### config.mk
export PLATFORM = sky130hd
export DESIGN_NAME = tdr_packetizer
export DESIGN_NICKNAME = d
export VERILOG_FILES = /design/src/rtl/tdr_pkg.sv /design/src/rtl/tdr_sample_buffer.sv /design/src/rtl/tdr_packetizer.sv
export SDC_FILE = /design/constraint.sdc
export NUM_CORES = 1
export LEC_CHECK = 0
export ABC_AREA = 0
export CORE_ASPECT_RATIO = 1.1
export CORE_UTILIZATION = 61
export CTS_BUF_LIST = sky130_fd_sc_hd__clkbuf_16
export CTS_CLUSTER_DIAMETER = 150
export DETAILED_ROUTE_END_ITERATION = 6
export PLACE_DENSITY = 0.85
export SYNTH_ARGS = -nofsm -noshare
export SYNTH_HDL_FRONTEND = slang
export SYNTH_SLANG_ARGS = --single-unit
### constraint.sdc
create_clock -name clk -period 3.1 [get_ports clk]
set_clock_uncertainty 0.1 [all_clocks]
set_input_delay 0.93 -clock clk [delete_from_list [all_inputs] [get_ports clk]]
set_output_delay 0.93 -clock clk [all_outputs]
set_load 0.1 [all_outputs]
### src/rtl/tdr_pkg.sv
// rtl/tdr_pkg.sv - shared types and constants for the capture packetizer
package tdr_pkg;

  typedef enum logic [2:0] {
    ST_FILL,
    ST_HDR,
    ST_LEN,
    ST_SEQ,
    ST_DATA,
    ST_CSUM
  } pkt_state_t;

  localparam logic [7:0] DEFAULT_HEADER = 8'hA5;
  localparam int         CSUM_W         = 8;

endpackage

### src/rtl/tdr_sample_buffer.sv
// rtl/tdr_sample_buffer.sv - simple dual-port sample RAM, one write and one registered read port
module tdr_sample_buffer #(
  parameter int DEPTH = 32,
  parameter int AW    = (DEPTH > 1) ? $clog2(DEPTH) : 1
) (
  input  logic          clk,
  input  logic          wr_en,
  input  logic [AW-1:0] wr_addr,
  input  logic [7:0]    wr_data,
  input  logic [AW-1:0] rd_addr,
  output logic [7:0]    rd_data
);

  logic [7:0] mem [DEPTH];

  // Synchronous write and synchronous read; a same-edge collision returns the old word.
  always_ff @(posedge clk) begin
    if (wr_en) begin
      mem[wr_addr] <= wr_data;
    end
    rd_data <= mem[rd_addr];
  end

endmodule

### src/rtl/tdr_packetizer.sv
// rtl/tdr_packetizer.sv - buffers capture samples and streams framed packets to the UART
module tdr_packetizer
  import tdr_pkg::*;
#(
  parameter int         DEPTH  = 32,
  parameter logic [7:0] HEADER = DEFAULT_HEADER
) (
  input  logic       clk,
  input  logic       rst,
  input  logic [7:0] sample_in,
  input  logic       sample_valid,
  input  logic       flush,
  output logic [7:0] tx_data,
  output logic       tx_valid,
  input  logic       tx_ready,
  output logic       busy,
  output logic       overflow
);

  localparam int         AW      = (DEPTH > 1) ? $clog2(DEPTH) : 1;
  localparam logic [8:0] DEPTH_W = 9'(DEPTH);

  pkt_state_t        state, state_n;
  logic [7:0]        count, count_n;
  logic [7:0]        seq, seq_n;
  logic [7:0]        rd_ptr, rd_ptr_n;
  logic [7:0]        tx_data_n;
  logic              tx_valid_n;
  logic              overflow_n;
  logic [CSUM_W-1:0] csum, csum_n;
  logic [CSUM_W-1:0] sum_data;
  logic [7:0]        rd_data;
  logic [8:0]        fill_count;
  logic              xfer;
  logic              wr_en;

  assign xfer       = tx_valid && tx_ready;
  assign wr_en      = (state == ST_FILL) && sample_valid;
  assign fill_count = {1'b0, count} + {8'd0, sample_valid};
  assign busy       = (state != ST_FILL);
  assign sum_data   = csum + tx_data;

  // rd_ptr tracks the word held in rd_data; the RAM is addressed with its next value
  // so the following data byte is already read when the current one is accepted.
  tdr_sample_buffer #(.DEPTH(DEPTH), .AW(AW)) u_buf (
    .clk     (clk),
    .wr_en   (wr_en),
    .wr_addr (count[AW-1:0]),
    .wr_data (sample_in),
    .rd_addr (rd_ptr_n[AW-1:0]),
    .rd_data (rd_data)
  );

  // Next-state, next output byte and checksum accumulation for each packet field.
  always_comb begin
    state_n    = state;
    count_n    = count;
    seq_n      = seq;
    rd_ptr_n   = rd_ptr;
    csum_n     = csum;
    tx_data_n  = tx_data;
    tx_valid_n = tx_valid;
    overflow_n = overflow | (sample_valid && (state != ST_FILL));
    case (state)
      ST_FILL: begin
        count_n  = fill_count[7:0];
        rd_ptr_n = 8'd0;
        if ((fill_count == DEPTH_W) || (flush && (fill_count != 9'd0))) begin
          state_n    = ST_HDR;
          tx_valid_n = 1'b1;
          tx_data_n  = HEADER;
          csum_n     = fill_count[7:0];
        end
      end
      ST_HDR: begin
        if (xfer) begin
          state_n   = ST_LEN;
          tx_data_n = count;
        end
      end
      ST_LEN: begin
        if (xfer) begin
          state_n   = ST_SEQ;
          tx_data_n = seq;
          csum_n    = csum + seq;
        end
      end
      ST_SEQ: begin
        if (xfer) begin
          state_n   = ST_DATA;
          tx_data_n = rd_data;
          rd_ptr_n  = rd_ptr + 8'd1;
        end
      end
      ST_DATA: begin
        if (xfer) begin
          csum_n = sum_data;
          if (rd_ptr == count) begin
            state_n   = ST_CSUM;
            tx_data_n = sum_data;
          end else begin
            tx_data_n = rd_data;
            rd_ptr_n  = rd_ptr + 8'd1;
          end
        end
      end
      ST_CSUM: begin
        if (xfer) begin
          state_n    = ST_FILL;
          tx_valid_n = 1'b0;
          tx_data_n  = 8'd0;
          seq_n      = seq + 8'd1;
          count_n    = 8'd0;
        end
      end
      default: state_n = ST_FILL;
    endcase
  end

  // State register; reset aborts any packet in flight.
  always_ff @(posedge clk or posedge rst) begin
    if (rst) begin
      state <= ST_FILL;
    end else begin
      state <= state_n;
    end
  end

  // Datapath and registered output byte.
  always_ff @(posedge clk or posedge rst) begin
    if (rst) begin
      count    <= 8'd0;
      seq      <= 8'd0;
      rd_ptr   <= 8'd0;
      csum     <= '0;
      tx_data  <= 8'd0;
      tx_valid <= 1'b0;
      overflow <= 1'b0;
    end else begin
      count    <= count_n;
      seq      <= seq_n;
      rd_ptr   <= rd_ptr_n;
      csum     <= csum_n;
      tx_data  <= tx_data_n;
      tx_valid <= tx_valid_n;
      overflow <= overflow_n;
    end
  end

endmodule

* After elaboration in Yosys (flattened, before gate mapping) *
Memories as Yosys holds them, arrays and structs flattened. A register that Yosys moved wholly into a read port is not among the register bits.
Index checks and enable logic that the tools add are counted.

word-level totals
  bits in registers = 45
  memory bits (writable) = 256
  input bits = 13
  word-level logic and storage cells = 80
  memories = 1

cells by class
  add/subtract/negate cells = 5
  equality and inequality tests = 15
  mux-type cells = 30
  bitwise operators = 1
  reductions and logical operators = 19

memory list
  memory     depth  bits a word  rd ports  clocked after memory_dff  wr ports  line                     text
  u_buf.mem  32     8            1         1                         1         tdr_sample_buffer.sv:14  logic [7:0] mem [DEPTH];

operator list
  cell                   number
  $mux W8                13
  $pmux W8 S3            2
  $pmux W8 S6            1
  $mux W3                7
  $pmux W3 S6            1
  $add A8 B1 Y8 const B  2
  $add A8 B8 Y8          2
  $pmux W8 S2            1
  $ne A2 B2 Y1 const B   7
  $reduce_and A7 Y1      2
  $add A8 B1 Y9          1
  $eq A9 B6 Y1 const B   1
  $reduce_bool A3 Y1     3
  $reduce_bool A9 Y1     1
  $eq A8 B8 Y1           1
  $reduce_and A4 Y1      2
  $eq A3 B2 Y1 const B   2
  $eq A3 B3 Y1 const B   2
  $reduce_bool A6 Y1     1
  $logic_and A1 B1 Y1    4
  $mux W1                4
  $reduce_and A2 Y1      2
  $eq A3 B1 Y1 const B   1
  $logic_not A3 Y1       1
  other kinds (6)        6

* Longest topological paths before layout *
  depth after elaboration = 6
  mapped depth = 13
  mapped depth without buffers = 12

* Cells and area by module *
Synthesis repeated with hierarchy kept, for this count alone.

second synthesis, totals
  cells, all modules = 807
  area, all modules = 13521.7 µm²

modules (own cells, without submodules)
  module             instances  cells each  area each (µm²)
  tdr_sample_buffer  1          417         10053.4
  tdr_packetizer     1          390         3468.3

* Least setup slack after synthesis *
Ideal clock, no wire load.

  path kind = in2reg
  start = in sample_valid
  end = reg tx_data[3]
  setup time = 0.120 ns
  data arrival time = 3.063 ns
  path slack = -0.183 ns
  stages = 11
  buffers on the path = 1
  cell sequence = ha_1 -> ha_1 -> xor2_1 -> or3_1 -> nor3_1 -> nand4_1 -> nor3b_1 -> a31oi_1 -> nand2_1 -> buf_2 -> a21o_1

on the way
  word-level cells in the longest chain between the ends = 6

RTL lines
  item                                    line                   text
  start, declared                         tdr_packetizer.sv:11   input logic sample_valid,
  $add A8 B1 Y9 (*)                       tdr_packetizer.sv:39   assign fill_count = {1'b0, count} + {8'd0, sample_valid};
  $reduce_bool A9 Y1                      tdr_packetizer.sv:68   if ((fill_count == DEPTH_W) || (flush && (fill_count != 9'd0))) begin
  $logic_and A1 B1 Y1                     tdr_packetizer.sv:68
  $logic_or A1 B1 Y1 (*)                  tdr_packetizer.sv:68
  $ne A2 B1 Y1 (no source line) (*)       -
  $reduce_and A7 Y1 (no source line) (*)  -
  end signal, assigned                    tdr_packetizer.sv:144  tx_data <= tx_data_n;
  end, declared                           tdr_packetizer.sv:13   output logic [7:0] tx_data,

Mark *: on every way between the ends. The rest lies on a longest branch, timed or not.
A chain may end at the register's enable or synchronous reset.

* Worst setup path after layout *
  start = in sample_valid
  end = reg tx_data[7]

The elaborated chain is that of the path after synthesis.

==> impl_metrics.yaml <==
setup_path:
  slowest_delay_ps: 330
  critPathTopFamily: "simple AND/OR/NAND/NOR gates"
  timing.critical_path.arrival_ps: 3380
  crit_slowest_cell: "or3_1"
  worst-path-stages: 12
  end_kind: "flop"
  cp_max_fo: 5
  rrSetupSlack_ps: 100
  startpoint_type: "input pin"
  path_buf_inv: 2
  cp-endpoint: "tx_data[7]"
  setup.worst_path.start: "sample_valid"
  cp_data_required_time_ps: 3440
  worstSetupPathType: "input pin to flop"
  worstReg2RegEnd: "u_buf.rd_data[3]"
  r2r_cells: 13
  path_cells: "dlygate4sd2_1, ha_2, ha_4, xor2_1, or3_1, nor3_2, a31oi_1, nor3b_2, a31oi_2, nand2_2, buf_4, mux2_2"
  r2r_start: "count[0]"
grt:
  grt_start_max_net_pins: 33
  grt_usage_pct: 32.31
  grt_pass1_wl_um: 54000
  antenna_found_initial: 0
  grt-ovfl-total: 0
  grt_pass1_vias: 9739
yosys:
  syn_area_per_cell_um2: 12.86
  yosys-top-cells-area: "edfxtp_1 57%, dfrtp_1 8.3%, nand2_1 4.0%"
  synth_edf_count: 256
  async_reset_ff_share_pct: 14.56
  syn_area_mm2: 0.01356
  synth_cells: 1054
  synth_top_area_share_pct: 56.71
  synth_nets: 1087
  synth_cell_types: 63
  yosysTopAreaCell: "edfxtp_1"
  synth_flop_cell: "edfxtp_1"
  synth_seq_cells: 309
  synth_warnings: 0
  yosysSeqAreaShare_pct: 66.19
clock_network:
  cts.reportedPaths.clkPinSlew_ps: 70
  clockBufferDepth: 3
  tritoncts: "yes"
  clock-root-buffer: "clkbuf_16"
  htreeDepth: 1
  cts.sinks: 309
  postCtsHoldBufs: 0
  numCtsBuffers: 30
  clk_latency_ps: 570
cells_and_area:
  layout-drive-gt1-share_pct: 23.05
  synthToLayoutAreaGrowth_pct: 21.63
  diodes: 0
  fin_nets: 1237
sta:
  fin_crit_ps: 3042
  setup_tns_ps: 0
  fin_crit_sh_pct: 98.13
  fmax_ghz: 0.3287
  hold_viol_final: 0
  whs_ps: 367.4
  maxSlewViolCount: 0
  finalWorstSetupSlack_ps: 57.97
  max_slew.worst_pin.slew_ps: 682.6
  relSlewSlack_pct: 54.44
  setup_viol: 0
pwr:
  p_sw_share_pct: 33.94
  power.density_mw_per_mm2: 774.2
  power.internal_w: 0.008434
  ir_drop_mv: 0.6131
  leakagePower_nw: 6.150
  seqPwrFrac_pct: 38.0
  clkPwrFrac_pct: 29.1
  p_sw_w: 0.004333
  p_comb_share_pct: 32.9
  finalPower_w: 0.01277
placed_design:
  port_buffers: 23
  dp_hpwl_um: 22920
  dp_slack_ps: -712.1
  gp_congestion: 1.008
drt:
  firstDrtPassIters: 6
  viasPerCell: 6.608
  wire_per_inst_um: 24.57
  wirelength_um: 37300
  dr_total_vias: 10031
  ant_nets: 0
  drt_iter0_markers: 1319
  drc: 0
floorplanning:
  die_area_mm2: 0.02283
  rows: 56
  die_w_um: 144.1
  die_h_um: 158.4
  coreArea_mm2: 0.02158
  ios: 24
  initial_core_util_pct: 62.82
flow_run:
  maxCapViolations: 0
outcome:
  status: "finished clean"
worst_hold_path:
  hold_class: "flop to flop"
-- state kept, by name, indices dropped and copies added (netlist names) --
signal,flops
csum,8
count,8
state,3
tx_valid,1
u_buf.mem,256
overflow,1
tx_data,8
u_buf.rd_data,8
seq,8
rd_ptr,8
-- placed cells by master (no fill, tap or decap), drive strengths merged, types with 5 or more instances in the layout --
cell / count
buf: 165
a22oi: 8
a221oi: 21
mux2i: 49
or3: 5
o21ai: 51
nand4: 29
a21o: 9
nor2b: 6
nand3b: 5
inv: 24
nand2: 144
dfxtp: 8
ha: 18
a211oi: 33
a222oi: 5
xnor2: 29
clkbuf: 34
edfxtp: 256
clkdlybuf4s50: 10
and3: 38
a311oi: 16
nand3: 24
nor2: 70
xor2: 7
a31oi: 20
nor3: 8
dfrtp: 45
a21oi: 22
clkinv: 11
-- worst register-to-register path, cell delays in order (launching register included) --
cell and delay, ps:
dfrtp_1 400, xnor2_1 200, nand4_1 240, nor2_1 300
buf_4 190, o22a_1 170, nand2_2 80, buf_8 170
buf_12 150, buf_12 150, mux2i_4 180, a221oi_2 340
o21ai_1 180, nand4_1 110
-- routing by layer --
| layer | GRT usage, % | vias to the layer above | wire length, um | part of all wire [%] |
|---|---|---|---|---|
| li1 | - | 4313 | - | - |
| met1 | 39.34 | 4818 | 12730 | 34 |
| met2 | 54.59 | 701 | 18210 | 49 |
| met3 | 6.135 | 199 | 3979 | 11 |
| met4 | 17.59 | 0 | 2381 | 6.4 |
| met5 | 0 | - | 0 | 0 |
-- synth_stat cells, types with 9 or more instances --
cell and number:
edfxtp_1 256, nand2_1 143, nor2_1 70, mux2i_1 49
dfrtp_1 45, o21ai_0 43, and3_1 38, a211oi_1 33
clkbuf_1 29, xnor2_1 29, nand4_1 28, buf_2 27
nand3_1 24, a21oi_1 22, a221oi_1 21, a31oi_1 20
ha_1 18, a311oi_1 16, inv_1 14, a21o_1 9
-- what timing repair did --
| action | 4_1_cts | 5_1_grt |
|---|---|---|
| gates cloned | 0 | 4 |
| resized for setup | 28 | 57 |
| pin swaps | 3 | 8 |
| endpoints found under the hold margin | 0 | 0 |
| setup endpoints to repair | 25 | 19 |
| buffers inserted | 0 | 2 |
-- power groups by stage --
stage	sequential, W	clock [W]	combinational [W]
final	0.00485	0.00372	0.00420
after global routing	0.00486	0.00390	0.00441
after CTS	0.00484	0.00372	0.00385
after detailed placement	0.00493	0	0.00372
after global placement	0.00492	0	0.00362
after floorplan	0.00517	0	0.00219
-- logic make-up after synthesis --
| group | Yosys count | share of synthesized area (%) |
|---|---|---|
| compound gates | 214 | 10.98 |
| mux | 53 | 3.950 |
| flops | 309 | 66.19 |
| xor+xnor | 36 | 2.326 |
| simple gates | 345 | 11.93 |
| buf+inv | 77 | 2.658 |
| fa+ha+maj | 20 | 1.957 |
-- final cells by class --
cell class | instances | area, um^2
clock buffers | 31 | 775.7
inverters | 15 | 56.30
repair buffers | 180 | 1540
flip-flops and latches | 309 | 8975
clock inverters | 25 | 232.7
fillers | 1275 | 5091
well taps | 290 | 362.8
multi-input cells | 668 | 4547
-- worst min-delay path by stage --
stage               cells past startpoint         end              from  slack [ps]
finish                                  1    overflow          overflow         370
global route                            1    overflow          overflow         380
CTS                                     1    overflow          overflow         370
detailed placement                      1    overflow          overflow         350
global placement                        1    overflow          overflow         340
floorplan                               2  tx_data[1]  u_buf.rd_data[1]         380
-- per-stage QoR --
step	utilization, %	std cells	instance area, um^2
global route	76.41	1518	16490
finish	76.41	1518	16490
detailed placement	69.65	1456	15030
floorplan	-	1054	13590
global placement	69.65	1456	15030
CTS	74.76	1512	16130
(Power assumes the default switching activity.)
==> RTL change (config.mk and constraints unchanged) <==
The 6 states of `pkt_state_t` get a one-hot encoding in 6 bits.
--- a/src/rtl/tdr_pkg.sv
+++ b/src/rtl/tdr_pkg.sv
@@ -1,13 +1,13 @@
 // rtl/tdr_pkg.sv - shared types and constants for the capture packetizer
 package tdr_pkg;
 
-  typedef enum logic [2:0] {
-    ST_FILL,
-    ST_HDR,
-    ST_LEN,
-    ST_SEQ,
-    ST_DATA,
-    ST_CSUM
+  typedef enum logic [5:0] {
+    ST_FILL = 6'b000001,
+    ST_HDR  = 6'b000010,
+    ST_LEN  = 6'b000100,
+    ST_SEQ  = 6'b001000,
+    ST_DATA = 6'b010000,
+    ST_CSUM = 6'b100000
   } pkt_state_t;
 
   localparam logic [7:0] DEFAULT_HEADER = 8'hA5;
Behaviour: no difference found for any inputs over 4 cycles, from zero or initial values and one cycle with rst high; so few cycles prove little.
==> RTL change against the original RTL <==
  * The flow now finishes with violations (negative setup slack)
  * Sequential cell count increased by 3
  * Worst setup slack got worse by 0.13 ns
  * Non-clock buffer count rose by 23
  * Routed wire length up 1.1%
  * Utilization up 0.67 points
  * First-iteration DRC count fell by 31%
  * Fmax fell by 4.0%
  * Power is 8.1% lower
  * Design area up 4.3%
  * Combinational power decreased by 23%
  * Synthesized area grew 3.2%
  * Critical endpoint is now u_buf.rd_data[0]
  * Largest power group unchanged
==> RTL change: results (changes against the original RTL) <==
Cells and area
  – Register Area: 9050 sq um (+0.89%)
  – Number of nets in the layout: 1255 (+1.5%)
  – Ratio of cells with drive above 1 in the final layout: 0.261 (+0.0310)
  – Filler Cell Count: 1207 (-5.3%)
  – Area used by multi-input combinational logic: 4830 sq um (+6.2%)
  – Final-layout non-clock buffer area share: 0.110 (+0.0162)
  – Non-clock inverters: 20 (+5)
  – Layout Cells excl Fill: 1538 (+1.3%)
  – Number of signal-net buffers in the layout: 203 (+13%)

CTS
  – Maximum buffer depth of the clock tree: 3 (unchanged)
  – Total of cells resized after clock tree synthesis: 26 (-7.1%)
  – Clock tree sinks: 312 (+0.97%)

Setup path
  – Top fanout value on the critical path: 6 (+1)
  – Gate family responsible for the most delay along the worst path: simple AND/OR/NAND/NOR gates
  – Flop2flop setup slack: -0.07 ns (-0.17 ns)
  – Peak per-stage delay on the critical path: 0.41 ns (+0.08 ns)
  – CP max-delay cell: sky130_fd_sc_hd__dfstp_2
  – Critical path startpoint: state[0]
  – Endpoint of the worst register-to-register path: u_buf.rd_data[0]
  – Data arrival time at the worst-slack endpoint: 3.52 ns (+0.14 ns)

Drt
  – First-pass detailed-route iteration total: 7 (+1)
  – Routed Wire Length: 37700 um (+1.1%)
  – Drt initial violations: 911 (-31%)
  – Vias: 9857 (-1.7%)

Synth
  – Synth Net Count: 1080 (-0.64%)
  – Post-synthesis cell type count: 81 (+29%)
  – Most frequent cells after synthesis: sky130_fd_sc_hd__edfxtp_1, sky130_fd_sc_hd__nand2_1, sky130_fd_sc_hd__mux2i_1
  – Mean Syn Cell Area: 13.4 sq um (+3.9%)
  – Area contributors post-synth: sky130_fd_sc_hd__edfxtp_1, sky130_fd_sc_hd__dfrtp_1, sky130_fd_sc_hd__mux2i_1, sky130_fd_sc_hd__nand2_1, sky130_fd_sc_hd__a21oi_1
  – Ys async rst share: 0.154 (+0.00822)

Power and ir drop
  – Cell-internal power: 0.00812 W (-3.7%)
  – Power of the combinational group: 0.00324 W (-23%)
  – Switching power: 0.00361 W (-17%)
  – Clock-net power: 0.00360 W (-3%)

Place
  – Gp weighted congestion: 0.955 (-5.3%)
  – DP Worst Slack: -0.813 ns (-0.101 ns)
  – Cell Area, Placed: 15500 sq um (+3.2%)

Timing
  – Total of endpoints with negative setup slack in the final report: 6 (+6)
  – Final Worst Setup Slack: -0.0690 ns (-0.127 ns)
  – Hold WS: 0.375 ns (+0.00790 ns)

Global route
  – Gr usage total: 0.309 (-0.0138)

Status
  – Outcome: complete, but fails checks
  – Violations in the final reports: negative setup slack
RTL change: changes by cell type in the layout (fill, tap and decap cells not counted), moves of 16 or more:
cell,unedited run,this run
sky130_fd_sc_hd__a211oi_1,23,4
sky130_fd_sc_hd__buf_4,148,164
sky130_fd_sc_hd__o22ai_1,4,21
sky130_fd_sc_hd__a21oi_1,20,73
sky130_fd_sc_hd__nand4_1,28,8
sky130_fd_sc_hd__and3_1,38,3
sky130_fd_sc_hd__a31oi_1,18,0
sky130_fd_sc_hd__mux2i_1,33,83
RTL change: metal layers:
layer / routed length, um / share of wire / global-route usage
met5: 0 / 0 / 0
met4: 2240 / 0.059 / 0.174
met3: 3330 / 0.088 / 0.0540
met2: 18700 / 0.50 / 0.536
met1: 13400 / 0.36 / 0.366
RTL change: cells by family after synthesis:
family,after synthesis,share of synthesized area
flops,312,0.647
simple gates,264,0.0891
compound gates,239,0.118
mux,93,0.0675
buf+inv,81,0.0346
xor+xnor,38,0.0254
fa+ha+maj,20,0.0190
